`src/rtl/digit_scan_ctrl_if.sv`:
```
// Control/status bundle between a scan-controller client and digit_scan_ctrl.
// The master drives the scan controls; the slave (the controller) drives the decoder-side outputs.
interface digit_scan_ctrl_if;
    logic       en;
    logic       mode;
    logic       step;
    logic [3:0] digit_mask;
    logic       sel_hi;
    logic       sel_lo;
    logic       dec_en;
    logic       frame_done;

    modport master (
        output en, mode, step, digit_mask,
        input  sel_hi, sel_lo, dec_en, frame_done
    );

    modport slave (
        input  en, mode, step, digit_mask,
        output sel_hi, sel_lo, dec_en, frame_done
    );
endinterface

```
`src/rtl/digit_scan_ctrl.sv`:
```
// Scan sequencer for the 2-to-4 digit decoder: walks the enabled digits with a
// dwell time (auto) or on step requests (manual), with blanking between digits.
module digit_scan_ctrl #(
    parameter int PRESCALE     = 4,
    parameter int BLANK_CYCLES = 1
) (
    input logic               clk,
    input logic               rst_n,
    digit_scan_ctrl_if.slave  bus
);

    localparam logic [1:0] S_IDLE   = 2'd0;
    localparam logic [1:0] S_ACTIVE = 2'd1;
    localparam logic [1:0] S_BLANK  = 2'd2;

    localparam int DW = (PRESCALE > 1) ? $clog2(PRESCALE) : 1;
    localparam int BW = (BLANK_CYCLES > 1) ? $clog2(BLANK_CYCLES) : 1;
    localparam logic [DW-1:0] DWELL_LAST = DW'(PRESCALE - 1);
    localparam logic [BW-1:0] BLANK_LAST = BW'((BLANK_CYCLES > 0) ? BLANK_CYCLES - 1 : 0);

    logic [1:0]    state,     state_d;
    logic [1:0]    sel,       sel_d;
    logic          dec_en_q,  dec_en_d;
    logic          frame_q,   frame_d;
    logic [DW-1:0] dwell_cnt, dwell_d;
    logic [BW-1:0] blank_cnt, blank_d;

    logic [1:0] next_idx;
    logic       abort;
    logic       leave;
    logic       advance;

    function automatic logic [1:0] lowest_set(input logic [3:0] m);
        logic [1:0] r;
        r = 2'd0;
        for (int i = 3; i >= 0; i--) begin
            if (m[i]) r = 2'(i);
        end
        return r;
    endfunction

    // Lowest enabled digit strictly above cur; otherwise wrap to the lowest enabled overall.
    function automatic logic [1:0] next_digit(input logic [1:0] cur, input logic [3:0] m);
        logic [3:0] above;
        above = m & (4'b1110 << cur);
        return (above != 4'b0000) ? lowest_set(above) : lowest_set(m);
    endfunction

    assign next_idx = next_digit(sel, bus.digit_mask);
    assign abort    = !bus.en || (bus.digit_mask == 4'b0000);

    // NOTE: every signal assigned here gets a default first, so no path leaves one unassigned and no latch is inferred.
    always_comb begin
        state_d  = state;
        sel_d    = sel;
        dec_en_d = 1'b0;
        frame_d  = 1'b0;
        dwell_d  = '0;
        blank_d  = '0;
        leave    = 1'b0;
        advance  = 1'b0;

        case (state)
            S_IDLE: begin
                if (!abort) begin
                    state_d  = S_ACTIVE;
                    sel_d    = lowest_set(bus.digit_mask);
                    dec_en_d = 1'b1;
                end
            end
            S_ACTIVE: begin
                if (abort) begin
                    state_d = S_IDLE;
                end else begin
                    // A dropped mask bit for the shown digit ends the dwell early.
                    leave = (bus.mode ? bus.step : (dwell_cnt == DWELL_LAST))
                            || !bus.digit_mask[sel];
                    if (!leave) begin
                        dec_en_d = 1'b1;
                        dwell_d  = bus.mode ? '0 : dwell_cnt + 1'b1;
                    end else if (BLANK_CYCLES > 0) begin
                        state_d = S_BLANK;
                    end else begin
                        advance = 1'b1;
                    end
                end
            end
            S_BLANK: begin
                if (abort) begin
                    state_d = S_IDLE;
                end else if (blank_cnt == BLANK_LAST) begin
                    advance = 1'b1;
                end else begin
                    blank_d = blank_cnt + 1'b1;
                end
            end
            default: state_d = S_IDLE;
        endcase

        // Select and enable change on the same edge, so the decoder never sees a select change while enabled.
        if (advance) begin
            state_d  = S_ACTIVE;
            sel_d    = next_idx;
            dec_en_d = 1'b1;
            frame_d  = (next_idx <= sel);
        end
    end

    // NOTE: sequential state uses non-blocking assignments so all flops update together from pre-edge values.
    always_ff @(posedge clk or negedge rst_n) begin
        if (!rst_n) begin
            state     <= S_IDLE;
            sel       <= 2'b00;
            dec_en_q  <= 1'b0;
            frame_q   <= 1'b0;
            dwell_cnt <= '0;
            blank_cnt <= '0;
        end else begin
            state     <= state_d;
            sel       <= sel_d;
            dec_en_q  <= dec_en_d;
            frame_q   <= frame_d;
            dwell_cnt <= dwell_d;
            blank_cnt <= blank_d;
        end
    end

    assign bus.sel_hi     = sel[1];
    assign bus.sel_lo     = sel[0];
    assign bus.dec_en     = dec_en_q;
    assign bus.frame_done = frame_q;

endmodule

```
`src/flat_wrapper.sv`:
```
// flat-port wrapper written by rule: the top's interface ports become plain ports
module digit_scan_ctrl_flat 
#(
    parameter int PRESCALE     = 4,
    parameter int BLANK_CYCLES = 1
)
  (clk, rst_n, bus_en, bus_mode, bus_step, bus_digit_mask, bus_sel_hi, bus_sel_lo, bus_dec_en, bus_frame_done);
  digit_scan_ctrl_if bus_i ();
  input logic clk;
  input logic rst_n;
  input wire logic [$bits(bus_i.en)-1:0] bus_en;
  input wire logic [$bits(bus_i.mode)-1:0] bus_mode;
  input wire logic [$bits(bus_i.step)-1:0] bus_step;
  input wire logic [$bits(bus_i.digit_mask)-1:0] bus_digit_mask;
  output wire logic [$bits(bus_i.sel_hi)-1:0] bus_sel_hi;
  output wire logic [$bits(bus_i.sel_lo)-1:0] bus_sel_lo;
  output wire logic [$bits(bus_i.dec_en)-1:0] bus_dec_en;
  output wire logic [$bits(bus_i.frame_done)-1:0] bus_frame_done;
  assign bus_i.en = bus_en;
  assign bus_i.mode = bus_mode;
  assign bus_i.step = bus_step;
  assign bus_i.digit_mask = bus_digit_mask;
  assign bus_sel_hi = bus_i.sel_hi;
  assign bus_sel_lo = bus_i.sel_lo;
  assign bus_dec_en = bus_i.dec_en;
  assign bus_frame_done = bus_i.frame_done;
  digit_scan_ctrl #(.PRESCALE(PRESCALE), .BLANK_CYCLES(BLANK_CYCLES)) u_core (.clk(clk), .rst_n(rst_n), .bus(bus_i));
endmodule
```
`config.mk`:
```
export PLATFORM = sky130hd
export DESIGN_NAME = digit_scan_ctrl_flat
export DESIGN_NICKNAME = d
export VERILOG_FILES = /design/src/rtl/digit_scan_ctrl_if.sv /design/src/rtl/digit_scan_ctrl.sv /design/src/flat_wrapper.sv
export SDC_FILE = /design/constraint.sdc
export NUM_CORES = 1
export LEC_CHECK = 0
export ABC_AREA = 1
export BUFFER_PORTS_ARGS = -buffer_cell sky130_fd_sc_hd__buf_4
export CORE_AREA = 2 2 39 41
export CTS_CLUSTER_DIAMETER = 200
export DETAILED_ROUTE_END_ITERATION = 8
export DIE_AREA = 0 0 41 43
export GPL_TIMING_DRIVEN = 1
export PLACE_DENSITY = 0.67
export SYNTH_ARGS = -nofsm -noshare
export SYNTH_HDL_FRONTEND = slang
export SYNTH_SLANG_ARGS = --single-unit
```
`constraint.sdc`:
```
create_clock -name clk -period 1.9 [get_ports clk]
set_input_delay 0.095 -clock clk [delete_from_list [all_inputs] [get_ports clk]]
set_output_delay 0.095 -clock clk [all_outputs]
set_load 0.02 [all_outputs]
```
# [After elaboration in Yosys (flattened, before gate mapping)]
# Index checks and enable logic that the tools add are counted.
[classes] shift=1 addsub=2 order_cmp=2 muxes=37 n_reduce_logical=10 eq_ne=7 n_bitwise=1
[ops] op="$mux 2" count=21
[ops] op="$mux 1" count=13
[ops] op="$pmux 2 s3" count=1
[ops] op="$and 4x4->4" count=1
[ops] op="$eq 2x2->1 const B" count=2
[ops] op="$logic_not 4->1" count=1
[ops] op="$ne 4x1->1 const B" count=1
[ops] op="$reduce_bool 4->1" count=1
[ops] op="$shl 4x2->4 const A" count=1
[ops] op="$lt 2x3->1 const B" count=1
[ops] op="$ne 3x1->1 const B" count=1
[ops] op="$ne 3x3->1 const B" count=1
[ops] op="$reduce_and 3->1" count=1
[ops] op="$add 2x1->2 const B" count=1
[ops] op="$bmux 1 s2" count=1
[ops] op="$eq 2x1->1 const B" count=1
[ops] op="$le 2x2->1" count=1
[ops] op="$logic_not 1->1" count=2
[ops] op="$logic_not 2->1" count=1
[ops] op="$logic_or 1x1->1" count=2
[ops] op="$ne 2x2->1 const B" count=1
[ops] op="$pmux 1 s2" count=1
[ops] op="$reduce_and 2->1" count=1
[ops] op="$reduce_bool 2->1" count=1
[ops] op="$add 1x1->1 const B" count=1
[word_totals] ff_bits=9 word_cells=66 out_inout_bits=4

# [Longest topological paths before layout]
[depth] ltp_word=9 mapped_depth=12

# [Worst setup path after synthesis]
# No wires, ideal clock.
[synth_timing] path_type="register to register" from="register u_core.sel[0]" to="register u_core.frame_q (netlist: u_core.bus.frame_done)" n_path_buf=0 setup_time_ns=0.123 arrival_ns=1.412 slack_ns=0.365 path_stages_with_launch=11 path_cell_list="dfrtp_1 > nand2_1 > nand2_2 > nand2_1 > nor2_1 > nand2_1 > nand2_1 > inv_1 > ha_1 > a21oi_1 > nor3_1"
[synth_between] elab_chain_cells=9
[synth_lines] item="start, declared" line="digit_scan_ctrl.sv:22" rtl="logic [1:0] sel, sel_d;"
[synth_lines] item="start signal, assigned" line="digit_scan_ctrl.sv:120" rtl="sel <= sel_d;"
[synth_lines] item="$shl 4x2->4" line="digit_scan_ctrl.sv:45" rtl="above = m & (4'b1110 << cur);"
[synth_lines] item="$and 4x4->4" line="digit_scan_ctrl.sv:45"
[synth_lines] item="$mux 2 (4 in a row)" line="digit_scan_ctrl.sv:37" rtl="if (m[i]) r = 2'(i);"
[synth_lines] item="$mux 2" line="digit_scan_ctrl.sv:46" rtl="return (above != 4'b0000) ? lowest_set(above) : lowest_set(m);"
[synth_lines] item="$le 2x2->1 *" line="digit_scan_ctrl.sv:105" rtl="frame_d = (next_idx <= sel);"
[synth_lines] item="$mux 1 *" line="digit_scan_ctrl.sv:101" rtl="if (advance) begin"
[synth_lines] item="via u_core.frame_d" line="digit_scan_ctrl.sv:24" rtl="logic frame_q, frame_d;"
[synth_lines] item="end signal, assigned" line="digit_scan_ctrl.sv:122" rtl="frame_q <= frame_d;"
[synth_lines] item="end, declared" line="digit_scan_ctrl.sv:24"
# The timed path passes the listed nets; every way through them passes the cells marked *.
# A chain may end at the register's enable or synchronous reset.

# [Worst setup path in the final report]
# Same ends and word-level chain as after synthesis.

==> report_table.html <==
<table>
<tr><th>Metric</th><th>Value</th></tr>
<tr><th colspan="2">Worst setup path</th></tr>
<tr><td>CP required</td><td>2.04 ns</td></tr>
<tr><td>Worst setup path category</td><td>reg -&gt; reg</td></tr>
<tr><td>Critical path endpoint category</td><td>register</td></tr>
<tr><td>Critical path data arrival time</td><td>1.72 ns</td></tr>
<tr><td>Origin of the critical flop-to-flop path</td><td>u_core.sel[0]</td></tr>
<tr><td>Critical path launch point type</td><td>register</td></tr>
<tr><td>Timing startpoint of the critical path</td><td>u_core.sel[0]</td></tr>
<tr><td>CP max FO</td><td>8</td></tr>
<tr><th colspan="2">Route</th></tr>
<tr><td>Overall via count from detail_route</td><td>526</td></tr>
<tr><td>Detailed-route wire length on metal 1</td><td>496 um</td></tr>
<tr><td>Total length of routed wires</td><td>1060 um</td></tr>
<tr><td>Detail Route met2 WL</td><td>504 um</td></tr>
<tr><td>Average detailed-routed wire length per instance</td><td>9.46 um</td></tr>
<tr><td>Via-per-instance ratio</td><td>4.70</td></tr>
<tr><td>Iteration count of the initial detailed-routing pass</td><td>4</td></tr>
<tr><td>Uppermost layer routed</td><td>met4</td></tr>
<tr><td>DRC violation count after routing</td><td>0</td></tr>
<tr><td>Number of nets still failing antenna checks after routing</td><td>0</td></tr>
<tr><td>Sum of met3 wire segment lengths after detailed routing</td><td>37 um</td></tr>
<tr><td>DR iter-0 viols</td><td>11</td></tr>
<tr><th colspan="2">Floorplanning</th></tr>
<tr><td>Initial Utilization</td><td>39.5%</td></tr>
<tr><td>Area enclosed by the die boundary</td><td>1760 um2</td></tr>
<tr><td>Die height</td><td>43 um</td></tr>
<tr><td>Number of top-level design ports</td><td>13</td></tr>
<tr><td>Total core area</td><td>1380 um2</td></tr>
<tr><td>Horizontal die dimension</td><td>41 um</td></tr>
<tr><td>Core Rows</td><td>14</td></tr>
<tr><th colspan="2">Synthesis</th></tr>
<tr><td>Post-Synthesis Net Count</td><td>92</td></tr>
<tr><td>Total standard cell area after synthesis</td><td>547 um2</td></tr>
<tr><td>Synthesis warning total</td><td>0</td></tr>
<tr><td>Seq cells post-synth</td><td>8</td></tr>
<tr><td>Top cells by area, synth</td><td>sky130_fd_sc_hd__dfrtp_1 37%, sky130_fd_sc_hd__nand2_1 19%, sky130_fd_sc_hd__inv_1 8.9%</td></tr>
<tr><td>Count of unique library cells instantiated by Yosys</td><td>16</td></tr>
<tr><td>Synth Instances</td><td>80</td></tr>
<tr><td>Area fraction of the dominant cell type after synthesis</td><td>36.6%</td></tr>
<tr><td>Synthesized area divided by synthesized cell count</td><td>6.83 um2</td></tr>
<tr><td>Yosys top cell by area</td><td>sky130_fd_sc_hd__dfrtp_1</td></tr>
<tr><td>Sequential element share of the synthesized area</td><td>36.6%</td></tr>
<tr><th colspan="2">Power</th></tr>
<tr><td>P_leak</td><td>0.403 nW</td></tr>
<tr><td>PwrDens</td><td>825 nW/um2</td></tr>
<tr><td>Worst voltage drop across the vdd grid</td><td>418 uV</td></tr>
<tr><td>Total Power Consumption</td><td>569 uW</td></tr>
<tr><th colspan="2">CTS</th></tr>
<tr><td>Clock tree from TritonCTS</td><td>yes</td></tr>
<tr><td>Clock tree root driver cell</td><td>sky130_fd_sc_hd__clkbuf_4</td></tr>
<tr><td>Deepest level of the CTS H-tree</td><td>1</td></tr>
<tr><td>Maximum root-to-sink buffer count</td><td>2</td></tr>
<tr><td>Clock latency of the later-clocked register in the worst-skew pair</td><td>0.25 ns</td></tr>
<tr><td>Count of clock tree sinks</td><td>8</td></tr>
<tr><td>TritonCTS Buffers</td><td>3</td></tr>
<tr><td>Clk slew on worst S/H paths</td><td>0.05 ns</td></tr>
<tr><th colspan="2">Worst hold path</th></tr>
<tr><td>Hold Path Class</td><td>in -&gt; reg</td></tr>
<tr><td>Origin of the worst min-delay path</td><td>bus_mode</td></tr>
<tr><th colspan="2">Timing</th></tr>
<tr><td>Portion of the clock cycle consumed by the worst path in the final layout</td><td>83.4%</td></tr>
<tr><td>Total Negative Setup Slacks</td><td>0 ns</td></tr>
<tr><td>Final Max Slew Viols</td><td>0</td></tr>
<tr><td>Worst slew pin tran</td><td>0.293 ns</td></tr>
<tr><td>Hold Fails Final Rpt</td><td>0</td></tr>
<tr><td>Max Clk Rate</td><td>631 MHz</td></tr>
<tr><td>Max-Slew Margin vs Limit</td><td>80.5%</td></tr>
<tr><td>Min Tclk post-route</td><td>1.59 ns</td></tr>
<tr><td>Worst Hold Slack</td><td>0.0851 ns</td></tr>
<tr><td>Clock Skew</td><td>0.00386 ns</td></tr>
<tr><td>Endpoints failing setup</td><td>0</td></tr>
<tr><td>Setup repair after global routing missed its margin</td><td>false</td></tr>
<tr><th colspan="2">Finish</th></tr>
<tr><td>Share of final-layout standard cells stronger than drive strength 1</td><td>22.9%</td></tr>
<tr><td>Number of diodes</td><td>0</td></tr>
<tr><td>Area grow syn2layout</td><td>26.1%</td></tr>
<tr><td>Most common cell after layout, fill and taps aside</td><td>sky130_fd_sc_hd__nand2_1</td></tr>
<tr><td>Final net count</td><td>110</td></tr>
<tr><td>Commonest non-fill, non-tap cells in the layout</td><td>27 x sky130_fd_sc_hd__nand2_1, 13 x sky130_fd_sc_hd__inv_1, 12 x sky130_fd_sc_hd__buf_4, 11 x sky130_fd_sc_hd__nor2_1, 8 x sky130_fd_sc_hd__dfrtp_1</td></tr>
<tr><th colspan="2">GRT</th></tr>
<tr><td>Pin count of the biggest net entering global routing</td><td>9</td></tr>
<tr><td>Global-route wire length before repair</td><td>1870 um</td></tr>
<tr><td>Total GRT Usage</td><td>15.8%</td></tr>
<tr><td>Overflow left after global routing</td><td>0</td></tr>
<tr><td>Vias in the first global route</td><td>461</td></tr>
<tr><td>Antenna violations before repair</td><td>0</td></tr>
<tr><th colspan="2">Run status</th></tr>
<tr><td>Outcome</td><td>complete, no violations</td></tr>
<tr><th colspan="2">Placed design</th></tr>
<tr><td>Number of buffers added on ports</td><td>12</td></tr>
<tr><td>Final RePlAce weighted congestion</td><td>0.760</td></tr>
<tr><td>DP Wirelength</td><td>833 um</td></tr>
<tr><th colspan="2">Run</th></tr>
<tr><td>Max-cap viol count</td><td>0</td></tr>
</table>
==> state kept, by name, summed over array words and instances (netlist names) <==
signal	count
u_core.sel	2
u_core.dwell_cnt	2
u_core.bus.dec_en	1
u_core.bus.frame_done	1
u_core.state	2
==> area by class of cell <==
type,instances,area (um2)
Timing Repair Buffer,13,100
Inverter,14,52.6
Sequential cell,8,200
Tap cell,16,20.0
Multi-Input combinational cell,58,294
Fill cell,135,694
Clock buffer,3,22.5
==> critical path, stage by stage, from the launching register on <==
cell	delay (ns)
sky130_fd_sc_hd__dfrtp_1	0.50
sky130_fd_sc_hd__nand2_1	0.10
sky130_fd_sc_hd__nand2_2	0.10
sky130_fd_sc_hd__nand2_1	0.05
sky130_fd_sc_hd__nor2_1	0.08
sky130_fd_sc_hd__nand2_1	0.05
sky130_fd_sc_hd__nand2_1	0.07
sky130_fd_sc_hd__inv_1	0.04
sky130_fd_sc_hd__ha_1	0.26
sky130_fd_sc_hd__a21oi_1	0.15
sky130_fd_sc_hd__nor3_1	0.06
==> synth_stat cells (all sizes together) <==
cell    instances
nor3            1
or2             1
inv            14
mux2i           1
a31oi           1
a21oi           4
nand2          28
a21boi          1
dfrtp           8
nor2           12
nand3           6
ha              3
==> path summary, 6_finish.rpt <==
check	endpoint	slack (ns)	cells past startpoint
hold reg to reg	u_core.dwell_cnt[0]	0.51	2
min in group asynchronous	u_core.dwell_cnt[1]	0.20	2
max in group asynchronous	u_core.sel[0]	1.57	2
setup / recovery	u_core.bus.frame_done	0.31	10
hold / removal	u_core.dwell_cnt[1]	0.09	4
setup reg to reg	u_core.bus.frame_done	0.31	10
==> metrics by stage <==
stage | setup slack [ns] | utilization [%] | instances | area [um2]
after floorplan | 0.365 | - | 80 | 547
after global placement | 0.372 | 47.5 | 108 | 657
after detailed placement | 0.327 | 47.5 | 108 | 657
after CTS | 0.320 | 49.8 | 112 | 689
after global routing | 0.173 | 49.8 | 112 | 689
final | 0.315 | 49.8 | 112 | 689
==> power by group <==
group | total, mW | switching, mW | internal, mW
Combinational | 0.222 | 0.130 | 0.0922
Clock | 0.129 | 0.0566 | 0.0722
Sequential | 0.218 | 0.0260 | 0.192
Total | 0.569 | 0.212 | 0.357
==> logic make-up (layout without fill, tap and decap cells) <==
| group | count (synthesis) | in the layout | synth area share, % |
|---|---|---|---|
| buffers and inverters | 14 | 30 | 9.61 |
| AND/OR/NAND/NOR | 48 | 48 | 37.8 |
| flip-flops | 8 | 8 | 36.6 |
| multiplexers | 1 | 1 | 1.83 |
| AO/OA/AOI/OAI | 6 | 6 | 7.32 |
| adder cells (fa/ha/maj) | 3 | 3 | 6.87 |
==> routing by layer <==
| metal | GRT usage [%] | vias to the layer above |
|---|---|---|
| li1 | - | 277 |
| met1 | 22.4 | 238 |
| met4 | 8.00 | 0 |
| met5 | 0 | - |
| met2 | 20.9 | 8 |
| met3 | 4.71 | 3 |
==> timing repair <==
item	4_1_cts	5_1_grt
hold buffers	1	0
buffers inserted	0	0
resized for setup	0	0
endpoints found under the hold margin	8	0
No activity file was read; power rests on OpenSTA's default activity.
